## src/rtl/wide_add_sequencer.sv

```systemverilog
// Sequencer that adds two NWORDS*WORD_W-bit operands through an external
// combinational hybrid_adder, one WORD_W-bit slice per cycle, LSW first.
module wide_add_sequencer #(
  parameter int WORD_W  = 18,
  parameter int NWORDS  = 4,
  parameter int CARRY_W = 5
) (
  input  logic                       clk,
  input  logic                       rst,
  input  logic                       start,
  input  logic [NWORDS*WORD_W-1:0]   op_a,
  input  logic [NWORDS*WORD_W-1:0]   op_b,
  input  logic                       cin,
  output logic                       busy,
  output logic                       done,
  output logic [NWORDS*WORD_W-1:0]   sum,
  output logic                       cout,
  output logic [WORD_W-1:0]          add_a,
  output logic [WORD_W-1:0]          add_b,
  output logic                       add_c0,
  input  logic [WORD_W-1:0]          add_s,
  input  logic [CARRY_W-1:0]         add_c
);

  localparam int TOTAL_W = NWORDS * WORD_W;
  localparam int IDX_W   = $clog2(NWORDS) + 1;
  localparam logic [IDX_W-1:0] LAST_IDX = IDX_W'(NWORDS - 1);

  typedef enum logic [1:0] {
    IDLE,
    RUN,
    DONE
  } state_t;

  state_t             state_q, state_d;
  logic [IDX_W-1:0]   idx_q, idx_d;
  logic               carry_q, carry_d;
  logic [TOTAL_W-1:0] a_q, a_d;
  logic [TOTAL_W-1:0] b_q, b_d;
  logic [TOTAL_W-1:0] sum_q, sum_d;
  logic               cout_q, cout_d;
  logic               busy_q, busy_d;
  logic               done_q, done_d;

  logic slice_co;
  logic unused_carry_bits;

  // Only the top bit of the adder's carry bus is the slice carry-out.
  assign slice_co          = add_c[CARRY_W-1];
  assign unused_carry_bits = ^add_c;

  always_comb begin
    state_d = state_q;
    idx_d   = idx_q;
    carry_d = carry_q;
    a_d     = a_q;
    b_d     = b_q;
    sum_d   = sum_q;
    cout_d  = cout_q;
    busy_d  = busy_q;
    done_d  = 1'b0;
    case (state_q)
      IDLE: begin
        if (start) begin
          state_d = RUN;
          a_d     = op_a;
          b_d     = op_b;
          carry_d = cin;
          idx_d   = '0;
          sum_d   = '0;
          cout_d  = 1'b0;
          busy_d  = 1'b1;
        end
      end
      RUN: begin
        sum_d[int'(idx_q)*WORD_W +: WORD_W] = add_s;
        carry_d = slice_co;
        idx_d   = idx_q + 1'b1;
        if (idx_q == LAST_IDX) begin
          cout_d  = slice_co;
          state_d = DONE;
          done_d  = 1'b1;
        end
      end
      DONE: begin
        state_d = IDLE;
        busy_d  = 1'b0;
      end
      default: begin
        state_d = IDLE;
        busy_d  = 1'b0;
      end
    endcase
  end

  always_ff @(posedge clk) begin
    if (rst) begin
      state_q <= IDLE;
      idx_q   <= '0;
      carry_q <= 1'b0;
      a_q     <= '0;
      b_q     <= '0;
      sum_q   <= '0;
      cout_q  <= 1'b0;
      busy_q  <= 1'b0;
      done_q  <= 1'b0;
    end else begin
      state_q <= state_d;
      idx_q   <= idx_d;
      carry_q <= carry_d;
      a_q     <= a_d;
      b_q     <= b_d;
      sum_q   <= sum_d;
      cout_q  <= cout_d;
      busy_q  <= busy_d;
      done_q  <= done_d;
    end
  end

  // Adder inputs are quiet outside RUN so the external adder sees no activity.
  always_comb begin
    add_a  = '0;
    add_b  = '0;
    add_c0 = 1'b0;
    if (state_q == RUN) begin
      add_a  = a_q[int'(idx_q)*WORD_W +: WORD_W];
      add_b  = b_q[int'(idx_q)*WORD_W +: WORD_W];
      add_c0 = carry_q;
    end
  end

  assign busy = busy_q;
  assign done = done_q;
  assign sum  = sum_q;
  assign cout = cout_q;

endmodule

```

## config.mk

```make
export PLATFORM = sky130hd
export DESIGN_NAME = wide_add_sequencer
export DESIGN_NICKNAME = d
export VERILOG_FILES = /design/src/rtl/wide_add_sequencer.sv
export SDC_FILE = /design/constraint.sdc
export NUM_CORES = 1
export LEC_CHECK = 0
export ABC_AREA = 1
export CAP_MARGIN = 0
export CORE_ASPECT_RATIO = 0.6
export CORE_MARGIN = 2
export CORE_UTILIZATION = 38
export DETAILED_ROUTE_END_ITERATION = 8
export REMOVE_ABC_BUFFERS = 1
export SYNTH_ARGS = -nofsm -noshare
export SYNTH_HDL_FRONTEND = slang
export SYNTH_SLANG_ARGS = --single-unit
```

## constraint.sdc

```tcl
create_clock -name clk -period 3.7 [get_ports clk]
set_input_delay 0.74 -clock clk [delete_from_list [all_inputs] [get_ports clk]]
set_output_delay 0.74 -clock clk [all_outputs]
set_load 0.03 [all_outputs]
```

# Word level (Yosys, flattened, before mapping)
# Cells that the tools add are included.
[word_totals]
rom_bits = 0
regBits = 225
in_bits = 171
mem_bits_rw = 0
latchBits = 0
mem_count = 0
[op_classes]
reduce_logical = 8
addsub = 2
n_bitwise = 1
div_mod_pow = 0
order_cmp = 0
shift = 4
mux = 19
n_eq_ne = 4
multipliers = 1
[ops]
columns = ["op", "count"]
rows = [
  ["$pmux 72 s2", 1],
  ["$bwmux 72", 1],
  ["$mux 72", 1],
  ["$shift 18x33->72 const A", 1],
  ["$shiftx 18x33->72", 1],
  ["$shiftx 72x32->18", 1],
  ["$shiftx 72x9->18", 1],
  ["$mux 18", 2],
  ["$neg 32->33", 1],
  ["$reduce_and 2->1", 4],
  ["$mul 3x4->7 const B", 1],
  ["$mux 1", 6],
  ["$pmux 1 s2", 3],
  ["$pmux 3 s2", 1],
  ["$mux 2", 2],
  ["$ne 2x2->1 const B", 2],
  ["$pmux 2 s2", 1],
  ["$add 3x1->3 const B", 1],
  ["$eq 3x2->1 const B", 1],
  ["$mux 3", 1],
  ["$reduce_and 3->1", 1],
  ["$eq 2x1->1 const B", 1],
  ["$logic_not 2->1", 1],
  ["$reduce_bool 2->1", 1],
  ["2 further kinds", 2],
]

# Longest topological paths before layout
# Gate-level depths: netlist (run 1).
[logic_depth]
depth_word = 5
depth_mapped = 21
mapped_depth_nobuf = 17

# Least setup slack after synthesis (run 1)
# No wires, ideal clock.
[synth_timing]
path_kind = "flip-flop to flip-flop"
startpoint = "register idx_q[0]"
endpoint = "register sum_q[13] (netlist: sum[13])"
slack_ns = 0.352
arrival_time_ns = 3.278
setup_ns = 0.070
required_ns = 3.630
path_buffers = 6
synth_period_minus_slack_ns = 3.348
path_stages_with_launch = 21
cell_sequence = "dfxtp_1 inv_1 buf_2 buf_2 buf_2 clkbuf_1 ha_1 inv_1 nor2_2 nand2_2 inv_2 ha_1 buf_2 inv_1 buf_2 nand2_1 nor2_1 o211ai_1 o21ai_0 nand2_1 a21oi_1"
[synth_between]
elab_chain_len = 5
[synth_lines]
columns = ["element", "line", "source"]
rows = [
  ["from (decl)", "36", "logic [IDX_W-1:0] idx_q, idx_d;"],
  ["from (signal assigned)", "109", "idx_q <= idx_d;"],
  ["$mul 3x4->7 (*)", "76", "sum_d[int'(idx_q)*WORD_W +: WORD_W] = add_s;"],
  ["$neg 32->33 (*)", "76", ""],
  ["$shiftx 18x33->72 or $shift 18x33->72 (tied branches)", "76", ""],
  ["$bwmux 72 (*)", "76", ""],
  ["$pmux 72 s2 (*)", "62", "case (state_q)"],
  ["to (signal assigned)", "113", "sum_q <= sum_d;"],
  ["to (decl)", "40", "logic [TOTAL_W-1:0] sum_q, sum_d;"],
]
# Mark *: on every way between the ends. The rest lies on a longest branch, timed or not.
# A chain may end at the register's enable or synchronous reset.

# Final worst setup path (run 1)
[layout_timing]
startpoint = "register idx_q[0]"
endpoint = "output add_b[14]"
[layout_between]
elab_chain_len = 3
[layout_lines]
columns = ["element", "line", "source"]
rows = [
  ["$mul 3x4->7", "127", "add_b = b_q[int'(idx_q)*WORD_W +: WORD_W];"],
  ["$shiftx 72x9->18", "127", ""],
  ["$mux 18", "125", "if (state_q == RUN) begin"],
  ["to (decl)", "19", "output logic [WORD_W-1:0] add_b,"],
]
# No other way between the ends.

==> summary.md, run 1 <==
| Metric | Value |
|---|---|
| CTS resizes | 0 |
| Synth top area share | 0.391 |
| Area leader, netlist | dfxtp_1 |
| Status | finished clean |
| Cell-internal power | about 4.6 mW |
| Critical Path Stages | 6 |
| IO Port Bufs | 278 |
| Crit path DAT | 2700 ps |
| WP buf/inv | 4 |
| Reg2reg end | sum[18] |
| Max incr delay on CP | 480 ps |
| Switch Pwr | 2.22 mW |
| CP required | between 2000 and 3000 ps |
| Initial DRC count | 1215 |
| Mean cell area of the mapped netlist | 6.26 um2 |
| Cell variety after synth | 27 |
| Slew margin rel. | 0.309 |
| Most frequent cells in the layout | nor2_1 (488), nand2_1 (302), o21ai_0 (271), clkdlybuf4s50_1 (241), dfxtp_1 (223) |
| Clock sink total | about 230 |
| GRT Resource Usage Total | 0.294 |
| EDFF count, synth | 0 |
| Crit end category | primary output |
| Post-CTS Setup Inserts | 0 |
| Post-synthesis register bit count | 225 |
| First-pass GRT wire length | 73.6 mm |
| Post-DRT Antenna Nets | 0 |
| Clock skew | 7.43 ps |
| Initial antenna violation count | 3 |
| Area contributors post-synth | dfxtp_1 (39%), nor2_1 (16%), o21ai_0 (12%), nand2_1 (9.8%), nand3_1 (8.5%) |
| Comb power frac | 0.251 |
| Clock power frac | 0.362 |
| Die width | 229 um |
| Share of cells above drive strength 1 | 0.0642 |
| Achievable Freq | 291 MHz |
| Gr ovfl total | 0 |
| Slew @ Worst Pin | 1040 ps |
| Final Power | 6.82 mW |
| Leakage | 6.30 nW |
| Final min period | 3440 ps |
| Pwr/cell area | 443 nW/um2 |
| Crit path to | add_b[14] |
| Ports | 283 |
| Post-layout util | 0.514 |
| Register area share after synthesis | 0.391 |
| TritonCTS buffer count | 23 |
| Sequential Power Share | 0.388 |
| Routed wire length | 47.8 mm |
| CP Launch Type | flip-flop |
| Setup_tns | 0 ps |
| Most common cell after layout, fill and taps aside | nor2_1 |
| Vias in the first global route | approximately 12000 |
| Synthesis-to-layout area growth | 33.4% |
| M1 WL | 23.6 mm |
| Nets@finish | around 2200 |
| Vias/cell | 5.31 |
| R2R Setup Slk | 460 ps |
| Residual DRC count | 0 |
| Hold Startpoint | sum[30] |
| Yosys warnings | 0 |
| Final setup viols | 0 |
| Max-slew violation count | 0 |
| Hold Path Class | flip-flop to flip-flop |
| Gpl congestion | ~0.96 |
| CP max-delay cell | dfxtp_4 |
| Worst Path Max Fanout | 51 |
| CTS clock-pin slew for the worst setup and hold paths | 60 ps |
| Dpl hpwl | between 30 and 40 mm |
| WL/cell | 19.2 um |
| Place WS | 581 ps |
| Die area | 31800 um2 |
| MaxCap Viol Count | 0 |
| Switching Fraction | 0.326 |
| Cell chain of the critical path | inv_2, buf_4, buf_6, o21ai_0, a21oi_1, buf_12 |
| Worst skew pair latency | 520 ps |
| Synth Flop Type | dfxtp_1 |
| Via count | 13200 |
| Mapped Area | 11500 um2 |
| CP delay by family, top | buffers and inverters |
| FP Rows | between 40 and 50 |
| CP Class | flip-flop to primary output |
| Die Y-Extent | 139 um |
| RSZ-0062 raised after global routing | no |
| H-tree lvl count | 1 |
| Mapped Cells | 1843 |
| Worst Setup Slack, final | 261 ps |
| First-pass DRT Iterations | 5 |
| Final worst-path cycle share | 0.929 |
| Worst R2R Start | idx_q[0] |
| Hold-fix buffers, CTS | 0 |
| Clock tree from TritonCTS | done |
| Worst vdd ir | between 0.3 and 0.4 mV |
| Largest net degree at the start of global routing | 80 |
| Clock buffer depth | 3 |
| Worst setup path start | idx_q[0] |
| FF-to-FF path depth | 16 |
| Ys async rst share | 0 |
| Routed wl met3 | 4.90 mm |
| Core area | 29900 um2 |
| Clk Tree Root Cell | clkbuf_16 |
| Filler Cell Count | a little over 3000 |
| Final hold violation count | 0 |
| Top Layer Used | met5 |
| Met2 WL | 18.3 mm |
| Initial Util | 0.385 |
-- state kept, by name, indices dropped and copies added, names as in the netlist --
name	count
busy	1
sum	72
cout	1
idx_q	3
done	1
state_q	2
b_q	72
carry_q	1
a_q	72
-- synthesized netlist by cell type (9+ instances only) --
cell type  instances
nand4_1           10
buf_2             23
nand2_1          302
nand3_1          196
o21ai_0          271
nor2_1           489
clkbuf_1          92
buf_1             10
inv_1             53
a21oi_1          134
dfxtp_1          225
ha_1               9
-- layer usage --
metal / global-route usage / vias up
li1: - / 6471
met1: 0.442 / 6162
met2: 0.402 / 481
met3: 0.102 / 58
met4: 0.0588 / 2
met5: 0 / -
-- stage by stage --
step	cells	area (um2)	hold slack, ps
CTS	2480	15400	464
global placement	2441	14600	453
global route	2482	15400	481
finish	2482	15400	464
floorplan	1717	11000	441
detailed placement	2441	14600	454
-- worst min-delay path, delay by kind of cell (launching register included) --
kind            cells  cell delay, ps
flops               1             310
simple gates        1              60
compound gates      1              50
-- power by group through the flow --
stage               clock, mW  sequential, mW  combinational, mW
finish                   2.47            2.64               1.71
detailed placement          0            2.69               1.66
floorplan                   0            2.70              0.912
CTS                      2.52            2.64               1.67
global placement            0            2.69               1.66
global route             2.61            2.66               1.88
-- cells by family (layout without fill, tap and decap cells) --
logic type	after synthesis	after routing	share of synthesized area
buf+inv	185	414	0.0630
compound gates	415	415	0.182
flops	225	225	0.391
fa+ha+maj	9	9	0.00976
simple gates	1009	1009	0.355
other cells	0	2	0
-- worst min-delay path by stage --
stage	to	cells past startpoint
finish	sum[30]	2
floorplan	busy	1
global placement	sum[46]	2
CTS	sum[27]	2
detailed placement	sum[27]	2
global route	sum[27]	2
-- layout make-up --
cell class              count  area (um2)  area share
diodes                      2        5.00    0.000325
clock buffers              33         714      0.0465
clock inverters             6        85.1     0.00553
inverters                  59         228      0.0148
multi-input cells        1433        6310       0.410
flip-flops and latches    225        4510       0.293
well taps                 408         510      0.0332
repair buffers            316        3020       0.196
(Power assumes the default switching activity.)
==> run 2, diff against run 1 <==
==> constraint.sdc (replaced) <==
create_clock -name clk -period 3.7 [get_ports clk]
set_input_delay 0.37 -clock clk [delete_from_list [all_inputs] [get_ports clk]]
set_output_delay 0.37 -clock clk [all_outputs]
set_load 0.03 [all_outputs]
==> summary.md, run 2 (synthesized netlist as in run 1, its figures left out) <==
| Metric | Value |
|---|---|
| Status | finished clean |
| CP delay by family, top | buffers and inverters |
| Sequential Power Share | 0.392 (+0.004) |
| Pwr/cell area | 437 nW/um2 (-1.5%) |
| Initial Util | 0.385 (unchanged) |
| Die area | 31800 um2 (unchanged) |
| Switching Fraction | 0.332 (+0.00615) |
| Final setup viols | 0 (unchanged) |
| Place WS | 844 ps (+263 ps) |
| Worst R2R Start | idx_q[0] |
| Vias/cell | 5.36 (+0.90%) |
| Hold Path Class | input pin to flip-flop |
| CP Class | flip-flop to primary output |
| Slew margin rel. | 0.308 (-0.00117) |
| Hold Path End | b_q[53] |
| Clock tree from TritonCTS | done |
| Comb power frac | 0.257 (+0.006) |
| IO Port Bufs | 278 (unchanged) |
| FP Rows | 49 (unchanged) |
| CTS resizes | 0 (unchanged) |
| Most frequent cells in the layout | nor2_1 (488), nand2_1 (302), clkdlybuf4s50_1 (277), o21ai_0 (271), dfxtp_1 (223) |
| Largest net degree at the start of global routing | 151 (+89%) |
| Worst Path Max Fanout | 56 (+9.8%) |
| Clock power frac | 0.351 (-0.011) |
| Post-CTS Setup Inserts | 0 (unchanged) |
| RSZ-0062 raised after global routing | no |
| Max incr delay on CP | 740 ps (+260 ps) |
| Cell chain of the critical path | buf_4, nor2_1, nor2_1, o21ai_0, a21oi_1, clkdlybuf4s50_1 |
| Crit path DAT | 2920 ps (+220 ps) |
| First-pass DRT Iterations | 6 (+1) |
| Crit-path most repeated cell | nor2_1 |
| Post-DRT Antenna Nets | 0 (unchanged) |
| Residual DRC count | 0 (unchanged) |
| Gr ovfl total | 0 (unchanged) |
| Worst vdd ir | 0.362 mV (+18%) |
| Max-slew violation count | 0 (unchanged) |
| TritonCTS buffer count | 24 (+4.3%) |
| GRT Resource Usage Total | 0.294 (about the same) |
| Final worst-path cycle share | 0.889 (-0.0400) |
| Vias in the first global route | 12200 (-2.1%) |
| Die Y-Extent | 139 um (unchanged) |
| Nets@finish | 2241 (+0.13%) |
| Switch Pwr | 2.23 mW (+0.47%) |
| Synthesis-to-layout area growth | 33.5% |
| Hold Startpoint | op_b[53] |
| Reg2reg end | sum[2] |
| H-tree lvl count | 1 (unchanged) |
| Setup_tns | 0 ps (unchanged) |
| Die width | 229 um (unchanged) |
| Final min period | 3290 ps (-148 ps) |
| R2R Setup Slk | 680 ps (+220 ps) |
| Cell-internal power | 4.49 mW (-2.3%) |
| Clock sink total | 225 (unchanged) |
| Ports | 283 (unchanged) |
| Dpl hpwl | 34.2 mm (+0.50%) |
| Final hold violation count | 0 (unchanged) |
| FF-to-FF path depth | 16 (unchanged) |
| Share of cells above drive strength 1 | 0.0448 (-0.0194) |
| CP max-delay cell | clkdlybuf4s50_1 |
| Filler Cell Count | 3102 (-0.51%) |
| Cells after DPL | 2443 (+0.082%) |
| Worst skew pair latency | 540 ps (+20 ps) |
| First-pass GRT wire length | 72.9 mm (-0.90%) |
| Initial DRC count | 1505 (+24%) |
| CP Launch Type | flip-flop |
| Most common cell after layout, fill and taps aside | nor2_1 |
| Crit end category | primary output |
| Via count | 13300 (+1.1%) |
| Worst Setup Slack, final | 409 ps (+148 ps) |
| Leakage | 6.20 nW (-1.5%) |
| Fin Hold WS | 408 ps (-55.5 ps) |
| Clock buffer depth | 3 (unchanged) |
| Routed wire length | 48.0 mm (+0.55%) |
| CTS clock-pin slew for the worst setup and hold paths | 60 ps (about the same) |
| Slew @ Worst Pin | 1040 ps (+1.75 ps) |
| Gpl congestion | 1.01 (+4.7%) |
| Non-Filler Instances | 2487 (+0.20%) |
| Core area | 29900 um2 (unchanged) |
| WP buf/inv | 2 (-2) |
| CP required | 3330 ps (+370 ps) |
| Hold-fix buffers, CTS | 0 (unchanged) |
| Clock skew | 15.7 ps (+8.26 ps) |
| Clk Tree Root Cell | clkbuf_16 |
| WHS Path Cells | 3 (+1) |
| Achievable Freq | 304 MHz (+4.5%) |
| Initial antenna violation count | 4 (+1) |
| WL/cell | 19.3 um (+0.35%) |
| MaxCap Viol Count | 0 (unchanged) |
## run 2: cell types whose count changed in the layout (fill, tap and decap cells not counted), moves of 2 or more
cell / delta
diode_2: +2
clkbuf_8: -5
buf_6: -2
clkdlybuf4s50_1: +36
clkbuf_1: +7
buf_12: -2
clkinvlp_4: -2
buf_4: -30
## run 2: how the worst max path moves through the flow
stage	from	to	slack, ps	cells past startpoint
after global placement	idx_q[0]	sum[2]	890	16
after CTS	idx_q[0]	add_b[14]	380	6
after global routing	idx_q[0]	add_b[14]	270	6
after detailed placement	idx_q[0]	sum[3]	840	16
final	idx_q[0]	add_b[14]	410	6
after floorplan	state_q[0]	cout	-5260	7
## run 2: layer usage
metal  part of all wire  track usage  wire length, um
met2               0.37        0.382            18000
met3               0.11       0.0954             5450
met5                  0            0                0
met4              0.021       0.0714              987
met1               0.49        0.457            23600
## run 2: layout make-up
type | count | area [um2] | area share
multi-input cells | 1433 | 6310 | 0.410
flip-flops and latches | 225 | 4510 | 0.293
repair buffers | 318 | 3090 | 0.201
clock buffers | 36 | 697 | 0.0453
well taps | 408 | 510 | 0.0332
inverters | 59 | 228 | 0.0148
clock inverters | 4 | 45.0 | 0.00293
diodes | 4 | 10.0 | 0.000650
## run 2: power by group through the flow
stage	combinational, mW	clock (mW)	sequential (mW)
finish	1.73	2.36	2.63
global route	1.89	2.51	2.65
floorplan	0.912	0	2.70
detailed placement	1.68	0	2.68
CTS	1.69	2.41	2.63
global placement	1.68	0	2.68
## run 2: stage by stage
| step | total power [mW] | instance area (um2) | util |
|---|---|---|---|
| 3_3_place_gp | 4.36 | 14600 | 0.490 |
| 6_report | 6.72 | 15400 | 0.515 |
| 2_1_floorplan | 3.61 | 11000 | - |
| 3_5_place_dp | 4.37 | 14600 | 0.490 |
| 4_1_cts | 6.73 | 15400 | 0.514 |
| 5_1_grt | 7.05 | 15400 | 0.515 |
## run 2: worst register-to-register path, cell delays in order, from the launching register on
cell and delay [ps]:
dfxtp_4 430, inv_2 70, ha_1 210, inv_1 90
nor2_2 70, nand2_2 70, inv_2 60, ha_1 290
buf_4 180, nand2_1 190, nor2_2 410, inv_1 170
o21ai_0 240, buf_4 190, inv_1 60, nand3_1 60
a21oi_1 70
